[src/rtl/pet_video_pkg.sv]
// Shared constants and helpers for the PET pixel-generation stage.
//  CHAR_W   : pixels per character cell
//  CROM_AW  : character ROM address width
//  ST_*     : fetch FSM state encodings
//  crom_pack: builds the character ROM address {charset, code[6:0], row[2:0]}
package pet_video_pkg;

  localparam int unsigned CHAR_W  = 8;
  localparam int unsigned CROM_AW = 11;

  localparam logic [1:0] ST_IDLE  = 2'd0;
  localparam logic [1:0] ST_VRAM  = 2'd1;
  localparam logic [1:0] ST_CROM  = 2'd2;
  localparam logic [1:0] ST_READY = 2'd3;

  function automatic logic [CROM_AW-1:0] crom_pack(input logic       charset,
                                                   input logic [6:0] code,
                                                   input logic [2:0] row);
    return {charset, code, row};
  endfunction

endpackage

[src/rtl/video_timing_delay.sv]
// Enable-gated delay line for the video timing bits, followed by one free-running
// output register so the bits line up with the registered pixel output.
//  clk   : system clock
//  reset : asynchronous, active-high; clears every stage and the output
//  ce    : stage advance enable (character clock)
//  d     : timing bits in
//  q     : timing bits out, STAGES ce periods plus 1 clk later
module video_timing_delay #(
  parameter int unsigned WIDTH  = 5,
  parameter int unsigned STAGES = 2
) (
  input  logic             clk,
  input  logic             reset,
  input  logic             ce,
  input  logic [WIDTH-1:0] d,
  output logic [WIDTH-1:0] q
);

  logic [WIDTH-1:0] stage_q [STAGES];
  logic [WIDTH-1:0] out_q;

  always_ff @(posedge clk or posedge reset) begin
    if (reset) begin
      for (int unsigned i = 0; i < STAGES; i++) begin
        stage_q[i] <= '0;
      end
      out_q <= '0;
    end else begin
      if (ce) begin
        stage_q[0] <= d;
        for (int unsigned i = 1; i < STAGES; i++) begin
          stage_q[i] <= stage_q[i-1];
        end
      end
      out_q <= stage_q[STAGES-1];
    end
  end

  assign q = out_q;

endmodule

[src/rtl/pet_video_shifter.sv]
// PET pixel generator: per character clock, fetches the screen code from video RAM,
// the glyph row from character ROM, and shifts 8 pixels out on the pixel enable.
// Timing bits are delayed by the same two-character latency so they stay aligned.
//  clk, reset          : clock, asynchronous active-high reset
//  ce_1m, ce_8m        : character / pixel clock enables (ce_1m coincides with ce_8m)
//  vid_ma_i, vid_ra_i  : matrix and row address from the CRTC
//  vid_de_i, vid_cursor_i, vid_[hv]blank_i, vid_[hv]sync_i : CRTC per-character controls
//  charset_i           : character set select (ROM address MSB)
//  video_blank_i       : forces the pixel output to 0
//  vram_addr/vram_data : video RAM port, data valid 1 clk after address
//  crom_addr/crom_data : character ROM port, data valid 1 clk after address
//  pix_o, hblank_o, vblank_o, hsync_o, vsync_o, de_o : aligned video out
module pet_video_shifter
  import pet_video_pkg::*;
#(
  parameter int unsigned VRAM_AW    = 11,
  parameter int unsigned GLYPH_ROWS = 8
) (
  input  logic               clk,
  input  logic               reset,
  input  logic               ce_1m,
  input  logic               ce_8m,
  input  logic [13:0]        vid_ma_i,
  input  logic [4:0]         vid_ra_i,
  input  logic               vid_de_i,
  input  logic               vid_cursor_i,
  input  logic               vid_hblank_i,
  input  logic               vid_vblank_i,
  input  logic               vid_hsync_i,
  input  logic               vid_vsync_i,
  input  logic               charset_i,
  input  logic               video_blank_i,
  output logic [VRAM_AW-1:0] vram_addr,
  input  logic [7:0]         vram_data,
  output logic [CROM_AW-1:0] crom_addr,
  input  logic [7:0]         crom_data,
  output logic               pix_o,
  output logic               hblank_o,
  output logic               vblank_o,
  output logic               hsync_o,
  output logic               vsync_o,
  output logic               de_o
);

  logic [1:0]         state_q;
  logic [4:0]         ra_q;
  logic               de_q;
  logic               cursor_q;
  logic               charset_q;
  logic               code_rev_q;
  logic [CHAR_W-1:0]  glyph_q;
  logic [CHAR_W-1:0]  shift_q;
  logic               pix_q;
  logic [VRAM_AW-1:0] vram_addr_q;
  logic [CROM_AW-1:0] crom_addr_q;

  logic               row_ok;
  logic [CHAR_W-1:0]  glyph_vis;
  logic [CHAR_W-1:0]  load_val;

  // Upper matrix-address bits address nothing in this VRAM.
  logic unused_ma;
  assign unused_ma = ^vid_ma_i[13:VRAM_AW];

  always_comb begin
    row_ok    = (32'(ra_q) < GLYPH_ROWS);
    // Reverse video (code bit 7) first, then the cursor inverts on top of it.
    glyph_vis = glyph_q ^ {CHAR_W{code_rev_q}} ^ {CHAR_W{cursor_q}};
    load_val  = '0;
    // A character clock that interrupts an unfinished fetch shows a blank cell.
    if ((state_q == ST_READY) && row_ok && de_q) begin
      load_val = glyph_vis;
    end
  end

  always_ff @(posedge clk or posedge reset) begin
    if (reset) begin
      state_q     <= ST_IDLE;
      ra_q        <= '0;
      de_q        <= 1'b0;
      cursor_q    <= 1'b0;
      charset_q   <= 1'b0;
      code_rev_q  <= 1'b0;
      glyph_q     <= '0;
      vram_addr_q <= '0;
      crom_addr_q <= '0;
    end else if (ce_1m) begin
      ra_q        <= vid_ra_i;
      de_q        <= vid_de_i;
      cursor_q    <= vid_cursor_i;
      charset_q   <= charset_i;
      vram_addr_q <= vid_ma_i[VRAM_AW-1:0];
      state_q     <= ST_VRAM;
    end else begin
      unique case (state_q)
        ST_VRAM: begin
          code_rev_q  <= vram_data[7];
          crom_addr_q <= crom_pack(charset_q, vram_data[6:0], ra_q[2:0]);
          state_q     <= ST_CROM;
        end
        ST_CROM: begin
          glyph_q <= crom_data;
          state_q <= ST_READY;
        end
        ST_IDLE, ST_READY: begin
        end
        default: state_q <= ST_IDLE;
      endcase
    end
  end

  always_ff @(posedge clk or posedge reset) begin
    if (reset) begin
      shift_q <= '0;
      pix_q   <= 1'b0;
    end else begin
      if (ce_1m) begin
        shift_q <= load_val;
      end else if (ce_8m) begin
        shift_q <= {shift_q[CHAR_W-2:0], 1'b0};
      end
      pix_q <= shift_q[CHAR_W-1] & ~video_blank_i;
    end
  end

  video_timing_delay #(
    .WIDTH  (5),
    .STAGES (2)
  ) u_timing_delay (
    .clk   (clk),
    .reset (reset),
    .ce    (ce_1m),
    .d     ({vid_hblank_i, vid_vblank_i, vid_hsync_i, vid_vsync_i, vid_de_i}),
    .q     ({hblank_o, vblank_o, hsync_o, vsync_o, de_o})
  );

  assign vram_addr = vram_addr_q;
  assign crom_addr = crom_addr_q;
  assign pix_o     = pix_q;

endmodule

[config.mk]
export PLATFORM = sky130hd
export DESIGN_NAME = pet_video_shifter
export DESIGN_NICKNAME = d
export VERILOG_FILES = /design/src/rtl/pet_video_pkg.sv /design/src/rtl/video_timing_delay.sv /design/src/rtl/pet_video_shifter.sv
export SDC_FILE = /design/constraint.sdc
export NUM_CORES = 1
export LEC_CHECK = 0
export ABC_AREA = 1
export BUFFER_PORTS_ARGS = -buffer_cell sky130_fd_sc_hd__buf_2
export CAP_MARGIN = 10
export CORE_MARGIN = 8
export CORE_UTILIZATION = 45
export DETAILED_ROUTE_END_ITERATION = 7
export GPL_ROUTABILITY_DRIVEN = 0
export GPL_TIMING_DRIVEN = 0
export PLACE_DENSITY = 0.7
export SLEW_MARGIN = 20
export SYNTH_ARGS = -nofsm -noshare
export SYNTH_HDL_FRONTEND = slang
export SYNTH_SLANG_ARGS = --single-unit
[constraint.sdc]
create_clock -name clk -period 2.4 [get_ports clk]
set_clock_uncertainty 0.2 [all_clocks]
set_input_delay 0.24 -clock clk [delete_from_list [all_inputs] [get_ports clk]]
set_output_delay 0.24 -clock clk [all_outputs]
set_load 0.005 [all_outputs]
Word-level counts from Yosys, hierarchy flattened

Cells that the tools add are included.

Flip-flop bits (word level): 65
Bits of input ports: 47
Word-level logic and storage cells: 34

Order comparisons: 1
Equal/unequal tests: 3
Muxes and demuxes: 5
Bitwise operators: 5
Reduce and logical (&&, ||, !) cells: 6

Operators by type and width:

| operator                                                                     | number |
|---|---|
| 8-bit two-way mux                                                            | 3 |
| 8-bit XOR                                                                    | 2 |
| 5-bit by 4-bit less-than comparator with 1-bit output, second input constant | 1 |
| 2-bit equality test, second input constant                                   | 2 |
| 2-bit one-hot mux with 2 select lines                                        | 1 |
| 2-bit AND reduction                                                          | 2 |
| 3-bit nonzero test                                                           | 1 |
| 2-bit by 1-bit equality test with 1-bit output, second input constant        | 1 |
| 1-bit logical AND                                                            | 2 |
| 2-bit two-way mux                                                            | 1 |
| 1-bit inverter                                                               | 2 |
| 2-bit nonzero test                                                           | 1 |
| 1-bit AND                                                                    | 1 |

Depth between registers and ports, before layout

Gate-level depths: netlist of the first run.

Depth after elaboration: 5
Mapped depth: 7

Hierarchy

Synthesis of the first run repeated with hierarchy kept, for this count alone.

Cells, all modules: 277
Area total of the unflattened synthesis: 2,588.7 µm²

By module, submodules not included:

| module             | instances | cells an instance | area each (µm²) | seq. area each (µm²) |
|---|---|---|---|---|
| pet_video_shifter  | 1         | 229               | 2,079.5         | 1,251.2 |
| video_timing_delay | 1         | 48                | 509.2           | 375.4 |

Worst setup path after synthesis of the first run

OpenSTA, ideal clock, no wires.

Kind: reg-to-reg
Start point: reg state_q[0]
End point: reg glyph_q[0]
Arrival: 936 ps
Required time: 2,075 ps
Slack: 1,139 ps
Stages on the path, launching flop included: 4
Buffers on the path: 0
Clock period less this slack: 1,261 ps
Cell sequence: dfrtp_1 -> inv_1 -> nand3_2 -> mux2_2

Word-level cells in the longest chain between the ends: 2

RTL lines:

| what                                 | RTL line                 | source |
|---|---|---|
| from (decl)                          | pet_video_shifter.sv:45  | `logic [1:0] state_q;` |
| from (signal assigned)               | pet_video_shifter.sv:78  | `state_q <= ST_IDLE;` |
| from (signal assigned)               | pet_video_shifter.sv:93  | `state_q <= ST_VRAM;` |
| from (signal assigned)               | pet_video_shifter.sv:99  | `state_q <= ST_CROM;` |
| 2-bit equality test                  | pet_video_shifter.sv:95  | `unique case (state_q)` |
| 2-bit AND reduction (no source line) | n/a                      |  |
| to (signal assigned)                 | pet_video_shifter.sv:102 | `glyph_q <= crom_data;` |
| to (decl)                            | pet_video_shifter.sv:51  | `logic [CHAR_W-1:0] glyph_q;` |

No other way between the ends.
A chain may end at the register's enable or synchronous reset.

==> results.py, run 1 <==
metrics = {
    "drt": {
        "vias_per_cell": 4.67,
        "wl_per_cell_um": 13.4,
        "first_pass_iters": 4,
        "drtAntennaViolNets": 0,
        "drc": 0,
        "num_vias": 2304,
        "drt-total-wl_um": 6610,
        "drt_iter0_markers": 122,
    },
    "cells_and_area": {
        "fin_util_pct": 64.4,
        "multi_input_area_um2": 880,
        "fill_cells": 490,
        "area_delta_synth_final_pct": 41.1,
        "layout-drive-gt1-share_pct": 26.7,
        "regArea_um2": 1600,
        "fin_cells": 493,
        "nNetsFinal": 459,
    },
    "clock_tree": {
        "path_clk_slew_ps": 60,
        "cts_htree_levels": 3,
        "cts_tree": "yes",
        "cts_buffer_depth": 2,
        "cts_buffers": 9,
        "holdBufCountCts": 44,
        "insertion_delay_ps": 340,
        "post_cts_resized": 0,
        "postCtsSetupBuffers": 0,
        "clock-root-buffer": "clkbuf_8",
        "cts_sinks": 64,
    },
    "timing": {
        "rsz0062_at_grt": "false",
        "setup_tns_ps": 0,
        "hold_viol_final": 0,
        "tightest_slew_ps": 442,
        "maxSlewViolCount": 0,
        "period_share_pct": 67.4,
        "fin_crit_ps": 1620,
        "setup_viol": 0,
        "slew_headroom_pct": 70.5,
        "clock.fmax_mhz": 618,
    },
    "synth": {
        "synth_top_area_share_pct": 60.7,
        "yosysUniqueCellTypes": 22,
        "syn_area_um2": 2640,
        "synth.area.top_cells": "dfrtp_1, nand2_1, mux2_2",
        "netlist_top_cells_count": "nand2_1, dfrtp_1, nor2_1, inv_1, nand3_1",
        "syn_inst": 286,
        "ys_seq_elements": 64,
        "synth_area_per_cell_um2": 9.22,
        "synth_fp_nets": 333,
        "synthFlopType": "dfrtp_1",
        "yosysTopAreaCell": "dfrtp_1",
        "synth_edf_count": 0,
        "async_flop_share_pct": 100,
        "post-synth-top-count-cell": "nand2_1",
        "seq_area_frac_synth_pct": 60.7,
        "yosysWarningCount": 0,
    },
    "power_and_ir_drop": {
        "p_per_area_nw_per_um2": 712,
        "peakVddDrop_mv": 0.589,
        "leakagePower_nw": 1.95,
    },
    "worst_setup_path": {
        "r2r_slack_ps": 780,
        "r2r_start": "cursor_q",
        "critical_path.cell_chain": "buf_4 > inv_2 > o21ai_0 > dlygate4sd3_1",
        "critical_path_class": "register to register",
        "r2r-end": "cursor_q",
        "cp-start-kind": "register",
        "cp_top_family": "buffers and inverters",
        "cpMaxStageDelayCell": "dlygate4sd3_1",
        "worst-path-stages": 4,
        "endpoint": "cursor_q",
        "crit_buf_inv": 3,
        "reg2reg_depth": 4,
        "required_ps": 2420,
        "cp_slowest_stage_delay_ps": 560,
        "arrival_ps": 1630,
        "crit_fanout": 10,
        "crit_start": "cursor_q",
        "end_kind": "register",
    },
    "outcome": {
        "status": "complete, no violations",
    },
    "hold_path": {
        "hp-class": "primary input to register",
    },
    "job": {
        "drv_cap": 0,
    },
    "global_routing": {
        "grtUsageTotal_pct": 16.3,
        "grt_antenna_before_repair": 1,
        "grt_pass1_vias": 2412,
        "grt_pass1_wl_um": 11200,
        "grt_max_degree": 37,
        "grt_overflow": 0,
    },
    "placement": {
        "port_buffers": 70,
        "dp_cells": 432,
        "dp_hpwl_um": 4180,
    },
    "die": {
        "die_x_um": 92.5,
        "placementRows": 28,
        "die_h_um": 92.5,
        "dieArea_um2": 8560,
        "start_util_pct": 45.6,
        "ioPinCount": 75,
        "core_area_um2": 5780,
    },
}
state kept, by name (all words and copies together), names as in the netlist:
name / count
cursor_q: 1
crom_addr: 11
u_timing_delay.stage_q: 10
charset_q: 1
code_rev_q: 1
state_q: 2
vram_addr: 11
u_timing_delay.q: 5
shift_q: 8
ra_q: 5
glyph_q: 8
pix_o: 1
cells in the final DEF (no fill, tap or decap):
| master | count |
|---|---|
| mux2_2 | 8 |
| buf_6 | 3 |
| a21oi_2 | 1 |
| a21oi_1 | 15 |
| clkbuf_1 | 4 |
| dfrtp_1 | 64 |
| inv_1 | 15 |
| o21ai_0 | 12 |
| clkinvlp_4 | 1 |
| nand3_4 | 1 |
| buf_12 | 1 |
| clkbuf_8 | 11 |
| buf_2 | 73 |
| nand3_1 | 16 |
| nor2_1 | 18 |
| clkinv_2 | 2 |
| inv_2 | 2 |
| inv_4 | 1 |
| buf_4 | 2 |
| nor2_4 | 1 |
| nand2_1 | 110 |
| clkinv_1 | 1 |
| nand2_2 | 2 |
| o21ai_1 | 5 |
| diode_2 | 2 |
| xor2_1 | 1 |
| clkinv_4 | 1 |
| nand3_2 | 1 |
| dlygate4sd3_1 | 44 |
routing by layer:
layer | GRT usage (%) | part of all wire (%)
met5 | 0 | 0
met4 | 8.59 | 2.2
met3 | 5.02 | 6.3
met2 | 26.3 | 49
met1 | 19.2 | 42
kinds of logic (layout without fill, tap and decap cells):
logic type,Yosys count,count (layout),synth area share (%)
buffers and inverters,31,161,5.88
AOI/OAI and AO/OA,33,33,6.41
DFF,64,64,60.8
and+or+nand+nor,149,149,23.2
xor gates and xnor gates,1,1,0.332
other,0,2,0
muxes,8,8,3.42
how the worst min path moves through the flow:
stage | startpoint | cells after the start | end | slack, ps
2_1_floorplan | video_blank_i | 1 | pix_o | 110
3_3_place_gp | u_timing_delay.stage_q[1] | 0 | u_timing_delay.q[1] | 160
3_5_place_dp | reset | 2 | crom_addr[6] | 50
4_1_cts | ce_1m | 3 | u_timing_delay.stage_q[0] | 60
5_1_grt | ce_1m | 3 | u_timing_delay.stage_q[0] | 80
6_report | ce_1m | 3 | u_timing_delay.stage_q[0] | 70
cell type report:
cell class                 count  share of cell area [%]
tap                           75                    2.52
sequential                    64                    43.0
antenna                        2                   0.134
clock buffer                  12                    4.17
inverter                      20                    2.22
clock inverter                 3                   0.471
multi-input combinational    191                    23.6
buffer                        11                    2.02
timing repair buffer         115                    21.8
report_power, final:
part	total [mW]	internal, mW	switching, mW	leakage (nW)
logic	0.534	0.254	0.280	1.09
registers	1.30	1.23	0.0716	0.775
clock network	0.816	0.422	0.394	0.0882
worst min-delay path: cells and delay by family:
| family | cells | cell delay, ps |
|---|---|---|
| buffers and inverters | 1 | 120 |
| and+or+nand+nor | 2 | 200 |
through the flow:
| stage | total power, mW | setup slack [ps] | hold WS (ps) | instance area (um^2) |
|---|---|---|---|---|
| after floorplan | 1.61 | 362 | 105 | 2640 |
| after global placement | 1.77 | -405 | 160 | 3080 |
| after detailed placement | 1.79 | 1070 | 54.0 | 3100 |
| after CTS | 2.67 | 786 | 58.6 | 3720 |
| after global routing | 2.81 | 703 | 84.8 | 3720 |
| final | 2.65 | 782 | 66.4 | 3720 |
(Power assumes the default switching activity.)
==> run 2: changes to the inputs <==
- ABC_AREA: 1 -> 0
- PLACE_DENSITY: 0.7 -> 0.72
- clock period: 2.4 -> 1.43 ns (I/O delays scaled with it)
==> results.py, run 2 <==
metrics = {
    "power_and_ir_drop": {
        "p_per_area_nw_per_um2": 1240,
        "peakVddDrop_mv": 0.681,
        "leakagePower_nw": 1.80,
        "power_mw": 4.82,
    },
    "timing": {
        "setup_tns_ps": -916,
        "rsz0062_at_grt": "true",
        "setup_ws_ps": -80.9,
        "maxSlewViolCount": 0,
        "tightest_slew_ps": 500,
        "period_share_pct": 106,
        "fin_crit_ps": 1510,
        "clock.fmax_mhz": 662,
        "setup_viol": 18,
        "hold_viol_final": 1,
        "slew_headroom_pct": 66.6,
        "hold_ws_ps": -126,
    },
    "worst_setup_path": {
        "crit_fanout": 10,
        "r2r_start": "state_q[1]",
        "cp-start-kind": "register",
        "end_kind": "register",
        "critical_path.cell_chain": "or2_4 > nor2_4 > buf_12 > mux2_4",
        "r2r-end": "crom_addr[9]",
        "critical_path_class": "register to register",
        "required_ps": 1440,
        "cp_slowest_stage_delay_ps": 380,
        "reg2reg_depth": 4,
        "arrival_ps": 1520,
        "r2r_slack_ps": -80,
        "cpMaxStageDelayCell": "dfrtp_1",
    },
    "clock_tree": {
        "path_clk_slew_ps": 70,
        "cts_htree_levels": 3,
        "insertion_delay_ps": 330,
        "cts_buffers": 9,
        "holdBufCountCts": 41,
        "cts_sinks": 64,
        "clock-root-buffer": "clkbuf_8",
        "cts_buffer_depth": 2,
        "cts_tree": "yes",
    },
    "global_routing": {
        "grt_antenna_before_repair": 0,
        "grtUsageTotal_pct": 14.1,
        "grt_max_degree": 28,
        "grt_pass1_wl_um": 9420,
        "grt_pass1_vias": 1936,
        "grt_overflow": 0,
    },
    "drt": {
        "vias_per_cell": 4.80,
        "drtAntennaViolNets": 0,
        "drt_iter0_markers": 51,
        "drc": 0,
        "first_pass_iters": 4,
        "drt-total-wl_um": 5920,
        "wl_per_cell_um": 15.4,
        "num_vias": 1848,
    },
    "synth": {
        "syn_area_um2": 2630,
        "yosysWarningCount": 0,
        "ys_seq_elements": 64,
        "synth_top_area_share_pct": 60.8,
        "synth_fp_nets": 227,
        "async_flop_share_pct": 100,
        "seq_area_frac_synth_pct": 60.8,
        "synth.area.top_cells": "dfrtp_1, mux2_2, mux2_4",
        "netlist_top_cells_count": "dfrtp_1, mux2_2, mux2_4, nor2_1",
        "syn_inst": 180,
        "synth_edf_count": 0,
        "yosysUniqueCellTypes": 25,
        "yosysTopAreaCell": "dfrtp_1",
        "post-synth-top-count-cell": "dfrtp_1",
        "synthFlopType": "dfrtp_1",
        "synth_area_per_cell_um2": 14.6,
    },
    "placement": {
        "dp_slack_ps": -156,
        "port_buffers": 70,
        "dp_hpwl_um": 3810,
    },
    "die": {
        "placementRows": 28,
        "die_x_um": 92.5,
        "core_area_um2": 5780,
        "ioPinCount": 75,
        "start_util_pct": 45.6,
        "die_h_um": 92.5,
        "dieArea_um2": 8560,
    },
    "hold_path": {
        "min_to": "state_q[0]",
        "min_delay_path_depth": 2,
        "worstHoldStart": "ce_1m",
        "hp-class": "primary input to register",
    },
    "cells_and_area": {
        "layout_common_cells": "buf_2, dfrtp_1, dlygate4sd3_1",
        "fin_util_pct": 67.1,
        "layout_commonest_cell": "buf_2",
        "layout-drive-gt1-share_pct": 54.8,
        "nNetsFinal": 354,
        "area_delta_synth_final_pct": 47.2,
        "insertedDiodeCount": 0,
        "fill_cells": 448,
        "regArea_um2": 1600,
        "multi_input_area_um2": 1040,
    },
    "job": {
        "drv_cap": 0,
    },
    "outcome": {
        "failed_checks": "negative hold slack, negative setup slack",
        "status": "complete, but fails checks",
    },
}
## run 2: cell count changes in the layout (fill, tap and decap cells not counted), moves of 7 or more
cell	change
mux2_4	+10
a21oi_1	-15
nor2_1	-8
nand2_1	-103
mux2_2	+30
inv_1	-15
nand2b_1	+7
nand3_1	-16
o21ai_0	-12
## run 2: logic make-up after synthesis
logic type / Yosys count / synth area share (%)
xor+xnor: 9 / 3.71
mux: 48 / 21.9
buf+inv: 13 / 2.99
flops: 64 / 60.8
simple gates: 31 / 6.18
compound gates: 15 / 4.37
## run 2: worst max-delay path by stage
| stage | start | end | slack (ps) | cells after the start |
|---|---|---|---|---|
| detailed placement | state_q[1] | crom_addr[9] | -160 | 4 |
| global route | state_q[1] | crom_addr[10] | -150 | 4 |
| global placement | state_q[1] | crom_addr[3] | -140 | 4 |
| CTS | state_q[1] | crom_addr[5] | -110 | 4 |
| floorplan | state_q[1] | crom_addr[0] | -70 | 4 |
| finish | state_q[1] | crom_addr[9] | -80 | 4 |
## run 2: through the flow
stage,cell area [um^2],std cells
after floorplan,2640,180
after global placement,3080,325
after detailed placement,3130,327
after CTS,3780,385
after global routing,3880,385
final,3880,385
## run 2: where the power goes
part           switching, mW  internal, mW  leakage (nW)
Clock                  0.654         0.878        0.0973
Sequential             0.162          2.09         0.765
Combinational          0.413         0.630         0.939
## run 2: routing by layer
metal  track usage [%]  routed length [um]
met1              17.0                2480
met2              22.6                3020
met3              3.24                 303
met4              8.46                 123
met5                 0                   0
## run 2: layout make-up
class                           count  area share (%)
Sequential cell                    64            41.4
Multi-Input combinational cell    103            26.9
Timing Repair Buffer              116            21.7
Clock buffer                       11            3.90
Tap cell                           75            2.42
Buffer                             10            2.16
Clock inverter                      3            1.10
Inverter                            3           0.387
## run 2: critical path, delay by kind of cell, from the launching register on
kind                   cells  cell delay [ps]
buffers and inverters      1              150
DFF                        1              380
and+or+nand+nor            2              360
muxes                      1              300
## run 2: repair_timing
action | in CTS | in global routing
gates resized for setup | 4 | 21
cloned | 0 | 0
setup endpoints to repair | 28 | 28
hold endpoints to repair | 105 | 1
pin swaps | 6 | 7
setup buffers | 3 | 1
